**config.mk**
```make
export PLATFORM = sky130hd
export DESIGN_NAME = ntt_addr_gen
export DESIGN_NICKNAME = d
export VERILOG_FILES = /design/src/rtl/ntt_addr_gen_pkg.sv /design/src/rtl/ntt_addr_gen_bank_map.sv /design/src/rtl/ntt_addr_gen.sv
export SDC_FILE = /design/constraint.sdc
export NUM_CORES = 1
export LEC_CHECK = 0
export ABC_AREA = 1
export ABC_CLOCK_PERIOD_IN_PS = 3600
export BUFFER_PORTS_ARGS = -buffer_cell sky130_fd_sc_hd__buf_4
export CAP_MARGIN = 20
export CELL_PAD_IN_SITES_DETAIL_PLACEMENT = 0
export CELL_PAD_IN_SITES_GLOBAL_PLACEMENT = 1
export CORE_ASPECT_RATIO = 1.1
export CORE_MARGIN = 4
export CORE_UTILIZATION = 38
export DETAILED_ROUTE_END_ITERATION = 6
export PLACE_DENSITY_LB_ADDON = 0.05
export SYNTH_ARGS = -nofsm -noshare
export SYNTH_HDL_FRONTEND = slang
export SYNTH_SLANG_ARGS = --single-unit
```
**constraint.sdc**
```tcl
create_clock -name clk -period 3.6 [get_ports clk]
set_clock_uncertainty 0.15 [all_clocks]
set_input_delay 0.18 -clock clk [delete_from_list [all_inputs] [get_ports clk]]
set_output_delay 0.18 -clock clk [all_outputs]
set_load 0.1 [all_outputs]
```
**src/rtl/ntt_addr_gen_pkg.sv**
```systemverilog
// Shared constants and FSM encoding for the multilane NTT address generator.
// P butterflies per beat over 2P banks; MAP = log2(2P) bits of bank index per lane.
package ntt_addr_gen_pkg;

  localparam int P       = 2;
  localparam int MAP     = 2;
  localparam int L       = 1;
  localparam int LANES   = 2 * P;
  localparam int BI_PACK = LANES * MAP;

  typedef enum logic [1:0] {
    IDLE = 2'd0,
    RUN  = 2'd1,
    GAP  = 2'd2,
    FIN  = 2'd3
  } state_t;

  // Width of a counter that must hold values 0..n-1, never narrower than one bit.
  function automatic int cnt_width(input int n);
    return (n > 1) ? $clog2(n) : 1;
  endfunction

endpackage

```
**src/rtl/ntt_addr_gen_bank_map.sv**
```systemverilog
// Coefficient index to {bank index, in-bank address} map for one lane.
// The bank index is the digit sum (MAP-bit digits) of j, wrapping mod 2P.
module bank_map
  import ntt_addr_gen_pkg::*;
#(
  parameter int N_LOG  = 8,
  parameter int ADDR_W = N_LOG - MAP
) (
  input  logic [N_LOG-1:0]  j,
  output logic [MAP-1:0]    bi,
  output logic [ADDR_W-1:0] addr
);

  localparam int NDIG = (N_LOG + MAP - 1) / MAP;

  logic [NDIG*MAP-1:0] j_pad_s;
  logic [MAP-1:0]      sum_s;

  // Digit sum; the MAP-bit accumulator wraps, which is exactly mod 2P.
  always_comb begin
    j_pad_s = '0;
    j_pad_s[N_LOG-1:0] = j;
    sum_s = '0;
    for (int d = 0; d < NDIG; d++) begin
      sum_s = sum_s + j_pad_s[d*MAP +: MAP];
    end
  end

  assign bi   = sum_s;
  assign addr = ADDR_W'(j >> MAP);

endmodule

```
**src/rtl/ntt_addr_gen.sv**
```systemverilog
// Radix-2 NTT stage/iteration walker emitting per-lane bank indices and addresses.
// Optional inverse (Gentleman-Sande) ordering is enabled by NTT_ADDR_INV_EN.
module ntt_addr_gen
  import ntt_addr_gen_pkg::*;
#(
  parameter int N_LOG     = 8,
  parameter int STAGE_GAP = L + 2,
  parameter int ADDR_W    = N_LOG - MAP,
  localparam int SW       = cnt_width(N_LOG)
) (
  input  logic                    clk,
  input  logic                    rst,
  input  logic                    start,
  input  logic                    stall,
`ifdef NTT_ADDR_INV_EN
  input  logic                    inv,
`endif
  output logic [BI_PACK-1:0]      BI_bus,
  output logic [LANES*ADDR_W-1:0] addr_bus,
  output logic [SW-1:0]           stage,
  output logic                    valid,
  output logic                    busy,
  output logic                    done
);

  localparam int KW = N_LOG - MAP;
  localparam int GW = cnt_width(STAGE_GAP);
  localparam logic [SW-1:0] S_LAST = SW'(N_LOG - 1);
  localparam logic [KW-1:0] K_LAST = '1;
  localparam logic [GW-1:0] G_LAST = GW'((STAGE_GAP > 0) ? STAGE_GAP - 1 : 0);

  state_t            state_r;
  logic [SW-1:0]     s_r;
  logic [KW-1:0]     k_r;
  logic [GW-1:0]     gap_r;
  logic              inv_sel_s;

  logic [SW:0]       h_s;
  logic [N_LOG-1:0]  g_s      [P];
  logic [N_LOG-1:0]  j_s      [LANES];
  logic [MAP-1:0]    bi_s     [LANES];
  logic [ADDR_W-1:0] addr_s   [LANES];
  logic [BI_PACK-1:0]      bi_pack_s;
  logic [LANES*ADDR_W-1:0] addr_pack_s;

`ifdef NTT_ADDR_INV_EN
  logic inv_r;

  // Ordering select is captured with an accepted start and held for the run.
  always_ff @(posedge clk or negedge rst) begin
    if (!rst) begin
      inv_r <= 1'b0;
    end else if (!stall && state_r == IDLE && start) begin
      inv_r <= inv;
    end else begin
      inv_r <= inv_r;
    end
  end

  assign inv_sel_s = inv_r;
`else
  assign inv_sel_s = 1'b0;
`endif

  // Lower index of the butterfly pair: insert a zero at bit h of g.
  function automatic logic [N_LOG-1:0] low_index(input logic [N_LOG-1:0] g,
                                                 input logic [SW:0]      h);
    logic [N_LOG-1:0] mask;
    mask = (N_LOG'(1'b1) << h) - N_LOG'(1'b1);
    return ((g >> h) << (h + 1'b1)) | (g & mask);
  endfunction

  // Pair-index generation for the current (stage, iteration).
  always_comb begin
    if (inv_sel_s) begin
      h_s = {1'b0, s_r};
    end else begin
      h_s = (SW + 1)'(N_LOG - 1) - {1'b0, s_r};
    end
    for (int b = 0; b < P; b++) begin
      g_s[b]       = N_LOG'(k_r) * N_LOG'(P) + N_LOG'(b);
      j_s[2*b]     = low_index(g_s[b], h_s);
      j_s[2*b + 1] = low_index(g_s[b], h_s) | (N_LOG'(1'b1) << h_s);
    end
  end

  for (genvar i = 0; i < LANES; i++) begin : g_lane
    bank_map #(
      .N_LOG  (N_LOG),
      .ADDR_W (ADDR_W)
    ) u_map (
      .j    (j_s[i]),
      .bi   (bi_s[i]),
      .addr (addr_s[i])
    );
  end

  // Lane packing: lane i occupies slice i of each bus.
  always_comb begin
    bi_pack_s   = '0;
    addr_pack_s = '0;
    for (int i = 0; i < LANES; i++) begin
      bi_pack_s[i*MAP +: MAP]      = bi_s[i];
      addr_pack_s[i*ADDR_W +: ADDR_W] = addr_s[i];
    end
  end

  // Transform sequencer: FSM, counters and registered output buses; stall freezes all.
  always_ff @(posedge clk or negedge rst) begin
    if (!rst) begin
      state_r  <= IDLE;
      s_r      <= '0;
      k_r      <= '0;
      gap_r    <= '0;
      BI_bus   <= '0;
      addr_bus <= '0;
      stage    <= '0;
      valid    <= 1'b0;
      busy     <= 1'b0;
      done     <= 1'b0;
    end else if (!stall) begin
      case (state_r)
        IDLE: begin
          valid <= 1'b0;
          done  <= 1'b0;
          if (start) begin
            state_r <= RUN;
            busy    <= 1'b1;
            s_r     <= '0;
            k_r     <= '0;
          end
        end
        RUN: begin
          valid    <= 1'b1;
          BI_bus   <= bi_pack_s;
          addr_bus <= addr_pack_s;
          stage    <= s_r;
          if (k_r == K_LAST) begin
            k_r <= '0;
            if (s_r == S_LAST) begin
              state_r <= FIN;
            end else begin
              s_r     <= s_r + 1'b1;
              gap_r   <= '0;
              state_r <= (STAGE_GAP > 0) ? GAP : RUN;
            end
          end else begin
            k_r <= k_r + 1'b1;
          end
        end
        GAP: begin
          valid <= 1'b0;
          if (gap_r == G_LAST) begin
            state_r <= RUN;
          end else begin
            gap_r <= gap_r + 1'b1;
          end
        end
        FIN: begin
          valid   <= 1'b0;
          done    <= 1'b1;
          busy    <= 1'b0;
          state_r <= IDLE;
        end
        default: begin
          state_r <= IDLE;
          valid   <= 1'b0;
          busy    <= 1'b0;
          done    <= 1'b0;
        end
      endcase
    end
  end

endmodule

```
Word level (Yosys, flattened, before mapping) --
Index checks and enable logic that the tools add are counted.
Word-level totals: output and inout port bits 38, bits in registers 51, word-level logic and storage cells 84
Operators by class: bitwise operators 7, shift-type cells 5, reductions and logical operators 12, eq/ne operators 11, muxes and demuxes 20, $add $sub $neg 19
Operators with widths (number):
- 8-bit OR | 4
- 2-bit adder | 12
- 8-bit by 4-bit left shift with 8-bit output | 2
- 2-bit two-way mux | 6
- 6-bit two-way mux | 2
- 6-bit case mux with 2 select lines | 1
- 2-bit != test (second input constant) | 5
- 5-bit AND reduction | 2
- 3-bit two-way mux | 3
- 7-bit by 1-bit adder with 8-bit output (second input constant) | 1
- 7-bit by 8-bit AND with 8-bit output | 1
- 8-bit AND | 1
- 2-bit case mux with 4 select lines | 1
- 1-bit by 4-bit left shift with 8-bit output (first input constant) | 1
- 7-bit by 4-bit right shift with 8-bit output | 1
- 8-bit by 4-bit right shift with 8-bit output | 1
- 8-bit by 1-bit subtractor with 8-bit output (second input constant) | 1
- 6-bit by 1-bit adder with 6-bit output (second input constant) | 1
- 2-bit == test (second input constant) | 3
- 6-bit == test (second input constant) | 1
- 1-bit case mux with 2 select lines | 3
- 3-bit case mux with 2 select lines | 1
- 3-bit AND reduction | 2
- 2-bit nonzero test | 3
- 13 further kinds | 15

Logic depth before layout (Yosys ltp) --
depth in word-level cells 9, depth in mapped cells 22

By module --
Synthesis repeated with hierarchy kept, for this count alone.
Second synthesis, totals: cell total of the unflattened synthesis 485, area total of the unflattened synthesis 3807.4 µm²
By module, submodules not included:
- ntt_addr_gen | times used 1, area an instance 3061.7 µm², cells each 353
- bank_map | times used 4, area an instance 186.4 µm², cells each 33

Worst setup path after synthesis --
No wires, ideal clock.
kind register to register, start point register s_r[0], end point register BI_bus[5], setup time 0.120 ns, cell stages (with the launch flop) 19, clock period less this slack 3.695 ns, required time 3.330 ns, data arrival time 3.426 ns, setup slack -0.095 ns, buffers on the path 2, path through dfrtp_1 > inv_2 > buf_4 > ha_1 > ha_1 > inv_1 > buf_2 > a32o_1 > inv_1 > fa_1 > inv_1 > ha_1 > xor2_1 > xor2_1 > or2_1 > nand2_1 > nand2_1 > nand3_1 > nand2_1
Between the ends: longest elaborated chain between the ends 8, elaborated cells between the ends (all ways) 11, those cells by class 6 x add/sub; 3 x shift; 2 x bitwise
RTL lines:
- from (decl) | RTL line ntt_addr_gen.sv:33 | logic [SW-1:0] s_r;
- from (signal assigned) | RTL line ntt_addr_gen.sv:143 | s_r <= s_r + 1'b1;
- 3-bit by 3-bit subtractor with 4-bit output (*) | RTL line ntt_addr_gen.sv:78 | h_s = (SW + 1)'(N_LOG - 1) - {1'b0, s_r};
- 1-bit by 4-bit left shift with 8-bit output | RTL line ntt_addr_gen.sv:69 | mask = (N_LOG'(1'b1) << h) - N_LOG'(1'b1);
- 8-bit by 1-bit subtractor with 8-bit output | RTL line ntt_addr_gen.sv:69
- 8-bit AND | RTL line ntt_addr_gen.sv:70 | return ((g >> h) << (h + 1'b1)) | (g & mask);
- 8-bit OR (*) | RTL line ntt_addr_gen.sv:70
- 2-bit adder (2 in a row) | RTL line ntt_addr_gen_bank_map.sv:25 | sum_s = sum_s + j_pad_s[d*MAP +: MAP];
- 2-bit adder (*) | RTL line ntt_addr_gen_bank_map.sv:25
- to (signal assigned) | RTL line ntt_addr_gen.sv:135 | BI_bus <= bi_pack_s;
- to (decl) | RTL line ntt_addr_gen.sv:18 | output logic [BI_PACK-1:0] BI_bus,
Mark *: on every way between the ends. The rest lies on a longest branch, timed or not. A chain may end at the register's enable or synchronous reset.

Worst setup path in the final report --
start point register s_r[0], end point register BI_bus[1]
Between the ends: longest elaborated chain between the ends 8, elaborated cells between the ends (all ways) 11, those cells by class 6 x add/sub; 3 x shift; 2 x bitwise
RTL lines:
- 3-bit by 3-bit subtractor with 4-bit output (*) | RTL line ntt_addr_gen.sv:78
- 1-bit by 4-bit left shift with 8-bit output | RTL line ntt_addr_gen.sv:69
- 8-bit by 1-bit subtractor with 8-bit output | RTL line ntt_addr_gen.sv:69
- 7-bit by 8-bit AND with 8-bit output | RTL line ntt_addr_gen.sv:70
- 8-bit OR (*) | RTL line ntt_addr_gen.sv:70
- via addr_pack_s[0] | RTL line ntt_addr_gen.sv:44 | logic [LANES*ADDR_W-1:0] addr_pack_s;
- 2-bit adder (*) (3 in a row) | RTL line ntt_addr_gen_bank_map.sv:25
The timed path passes the listed nets; every way through them passes the cells marked *.

==> results.env <==
OUTCOME='completed'
NETLIST.TOP_CELL.BY_AREA='dfrtp_1'
R2R_END='BI_bus[1]'
BUFFERS_FROM_CLOCK_ROOT_TO_SINK_AT_MOST=2
DESIGN.FINAL.NETS=575
TIMING.REG2REG.WORST_PATH_DEPTH=21
GR_OVFL_TOTAL=0
SYNTH_CELLS=477
ROUTED_WIRE_LENGTH_PER_INSTANCE_UM=13.53
CLK_PIN_SLEW_NS=0.10
DRT.ANTENNA.VIOLATING_NETS=0
HOLDPATHEND='k_r[1]'
DIODES=0
WORST_HOLD_PATH.NUM_CELLS=5
HOLD_START='start'
TRITONCTS_CLOCK_TREE='built'
ROUTE.VIAS.TOTAL=3252
YS_WARN_COUNT=0
LAYOUT_SETUP_WS_NS=0.1500
FMAXACHIEVABLE_MHz=289.9
DETAILED_ROUTER_ITERATION_COUNT_BEFORE_ANTENNA_REPAIR=4
SYNTH.MUX.AREA_FRACTION=0
CHIPHEIGHT_UM=108.2
LARGEST_NET_DEGREE_AT_THE_START_OF_GLOBAL_ROUTING=52
SYNTH.NET_COUNT=504
POST-SYNTH-TOP-COUNT-CELL='nand2_1'
END_KIND='flip-flop'
REG2REG_FROM='s_r[0]'
SYNTH_SEQ_CELLS=51
SYNTH_COMPOUND_AREA_FRAC=0.08760
SETUP.WORST_PATH.START_CLASS='flip-flop'
FLOORPLAN.DIE_AREA_SQ_UM=10730
SETUP_TOTAL_NEGATIVE_SLACK_NS=0
WORST_SKEW_PAIR.LATE_LATENCY_NS=0.31
FINAL_NUMBER_OF_HOLD_VIOLATING_ENDPOINTS=0
PLACE.PORT_BUFFERS=41
NETLIST_AREA_SQ_UM=3471
SLEW_HEADROOM=0.5700
START_UTIL=0.3911
NUMBER_OF_GLOBAL_ROUTE_VIAS_BEFORE_REPAIR=3117
AVGSYNTHCELLAREA_SQ_UM=7.276
ROUTED_VIA_DENSITY=4.912
FP-ROW-COUNT=36
REMAINING_DRC_ERRORS=0
ASYNCSETRESETFLOPFRACSYNTH=1.000
SYNTH_XOR_XNOR_AREA_SHARE=0.01766
SETUP.REG_TO_REG.WORST_SLACK_NS=0.15
GRT_FIRST_PASS_WIRELENGTH_UM=15260
TIMING.CRITICAL_PATH.ARRIVAL_NS=3.56
SYNTH.TOP_CELLS.BY_COUNT='nand2_1 (161), inv_1 (54), dfrtp_1 (51)'
AREAGROWTHSYNTHTOFINISH_PCT=25.96
HTREEDEPTH=2
CTS.SINK_COUNT=51
SETUP_VIOL=0
HOLD_CLASS='input port to flip-flop'
NUMCTSBUFFERS=5
SYNTH_ADDER_AREA_SHARE=0.09156
GRT_USAGE=0.1750
DETAILEDPLACEMENTHPWL_UM=6847
REQUIRED_NS=3.71
MAXSLEWVIOLCOUNT=0
INITIAL_ANTENNA_VIOLATION_COUNT=0
PRECTSSETUPSLACK_NS=-0.05536
MIN_PERIOD_OVER_PERIOD=0.9583
SYNTH.LIB_CELLS_USED.DISTINCT=40
DESIGN.PORTCOUNT=42
CRITICAL_PATH.MAX_FANOUT=7
FINAL_LAYOUT_SIZE_SUFFIX_GT1_FRAC=0.2518
FINALWEIGHTEDCONGESTION=0.8944
YOSYS_MOST_USED_DFF='dfrtp_1'
FINALWORSTPATHREQUIREDPERIOD_NS=3.450
NETLIST.AREA_LEADER.SHARE=0.3677
FLOORPLAN.CORE_AREA_SQ_UM=8874
SYNTH_SEQ_AREA_SHARE=0.3677
SYNTH_AREA_LEADERS='dfrtp_1 (37%), nand2_1 (17%), ha_1 (6.8%)'
CTS_ROOT_BUF='clkbuf_8'
BASIC_GATE_SHARE_OF_THE_SYNTHESIZED_AREA_COUNTING_AND_OR_NAND_AND_NOR_CELLS=0.3486
WORST-SETUP-PATH-TYPE='flip-flop to flip-flop'
DIE_WIDTH_UM=99.13
DRTITER0DRC=154
ROUTED_WIRELENGTH_UM=8956
SYNTH-EDFF-COUNT=0
TIGHTEST_SLEW_NS=0.6449
MAX_CAP_VIOLS=0
SYNTH_TOP_FAMILY_BY_AREA='simple AND/OR/NAND/NOR gates'
GRT_SETUP_UNREPAIRED='true'
area by class of cell:
type                            instances  area [sq um]
Clock inverter                          2         13.76
Clock buffer                            5         68.82
Timing Repair Buffer                   79         633.1
Sequential cell                        51          1280
Fill cell                             903          4502
Multi-Input combinational cell        353          2008
Tap cell                              114         142.6
Inverter                               58         225.2
metrics by stage:
stage	cells	instance area [sq um]	utilization	hold WS, ns
floorplan	477	3473	-	-0.2656
global placement	643	4041	0.4554	0.1098
detailed placement	643	4041	0.4554	0.1165
CTS	652	4160	0.4688	0.1905
global route	662	4372	0.4927	0.2537
finish	662	4372	0.4927	0.1795
registers in the layout (all words and copies together), names as in the netlist:
| name | cells |
|---|---|
| addr_bus | 24 |
| BI_bus | 8 |
| k_r | 6 |
| s_r | 3 |
| stage | 3 |
| gap_r | 2 |
| state_r | 2 |
| busy | 1 |
| done | 1 |
| valid | 1 |
worst max-delay path, cell delays in order (launching register included):
cell and delay (ns):
dfrtp_2 0.49, buf_6 0.16, nand2_4 0.05, nand2_2 0.05, nand2_2 0.05, nand2_2 0.06, and2_4 0.16, o21ai_2 0.15
o21ai_1 0.09, buf_4 0.14, a32o_2 0.26, buf_6 0.12, fa_1 0.49, ha_2 0.20, xor2_2 0.19, xor2_2 0.17
inv_1 0.07, nand2_2 0.07, nand2_1 0.05, nand2_1 0.05, nand3_1 0.07, nand2_1 0.08
worst max path at each step:
stage,to,cells past startpoint,slack (ns),start
5_1_grt,BI_bus[1],21,-0.07,s_r[0]
3_5_place_dp,BI_bus[1],19,-0.06,s_r[0]
6_report,BI_bus[1],21,0.15,s_r[0]
4_1_cts,BI_bus[1],20,0.001,s_r[0]
2_1_floorplan,BI_bus[5],18,0.05,s_r[0]
3_3_place_gp,BI_bus[1],19,-0.02,s_r[0]
cells in the final DEF, fill, tap and decap left out, types with 8 or more instances in the layout:
master	instances
buf_4	72
inv_1	53
ha_1	15
o21ai_0	20
a31oi_1	8
nand3_1	41
nand4_1	11
nand2_2	13
nand2_1	155
dfrtp_1	48
nor2_1	21
per-layer routing:
metal  global-route usage  vias to the layer above  routed length (um)
met1               0.2323                     1505                4135
met5                    0                        -                   0
met4              0.04390                        0                 117
li1                     -                     1681                   -
met2               0.3023                       55                4416
met3              0.02194                       11                 287
kinds of logic (layout without fill, tap and decap cells):
| group | count (synthesis) | in the layout |
|---|---|---|
| xor+xnor | 7 | 7 |
| fa+ha+maj | 23 | 23 |
| buf+inv | 73 | 144 |
| flops | 51 | 51 |
| other cells | 1 | 1 |
| simple gates | 271 | 271 |
| compound gates | 51 | 51 |
repair_timing:
| action | CTS | global route |
|---|---|---|
| pin swaps | 2 | 12 |
| setup buffers | 0 | 9 |
| hold endpoints to repair | 52 | 0 |
| gates cloned | 0 | 0 |
| hold buffers | 2 | 0 |
| gates resized for setup | 4 | 35 |
| endpoints found under the setup margin | 1 | 4 |
Power is left out: the tool's default activity adds up to more than one toggle a clock period on the data nets, which glitch-free logic cannot reach.
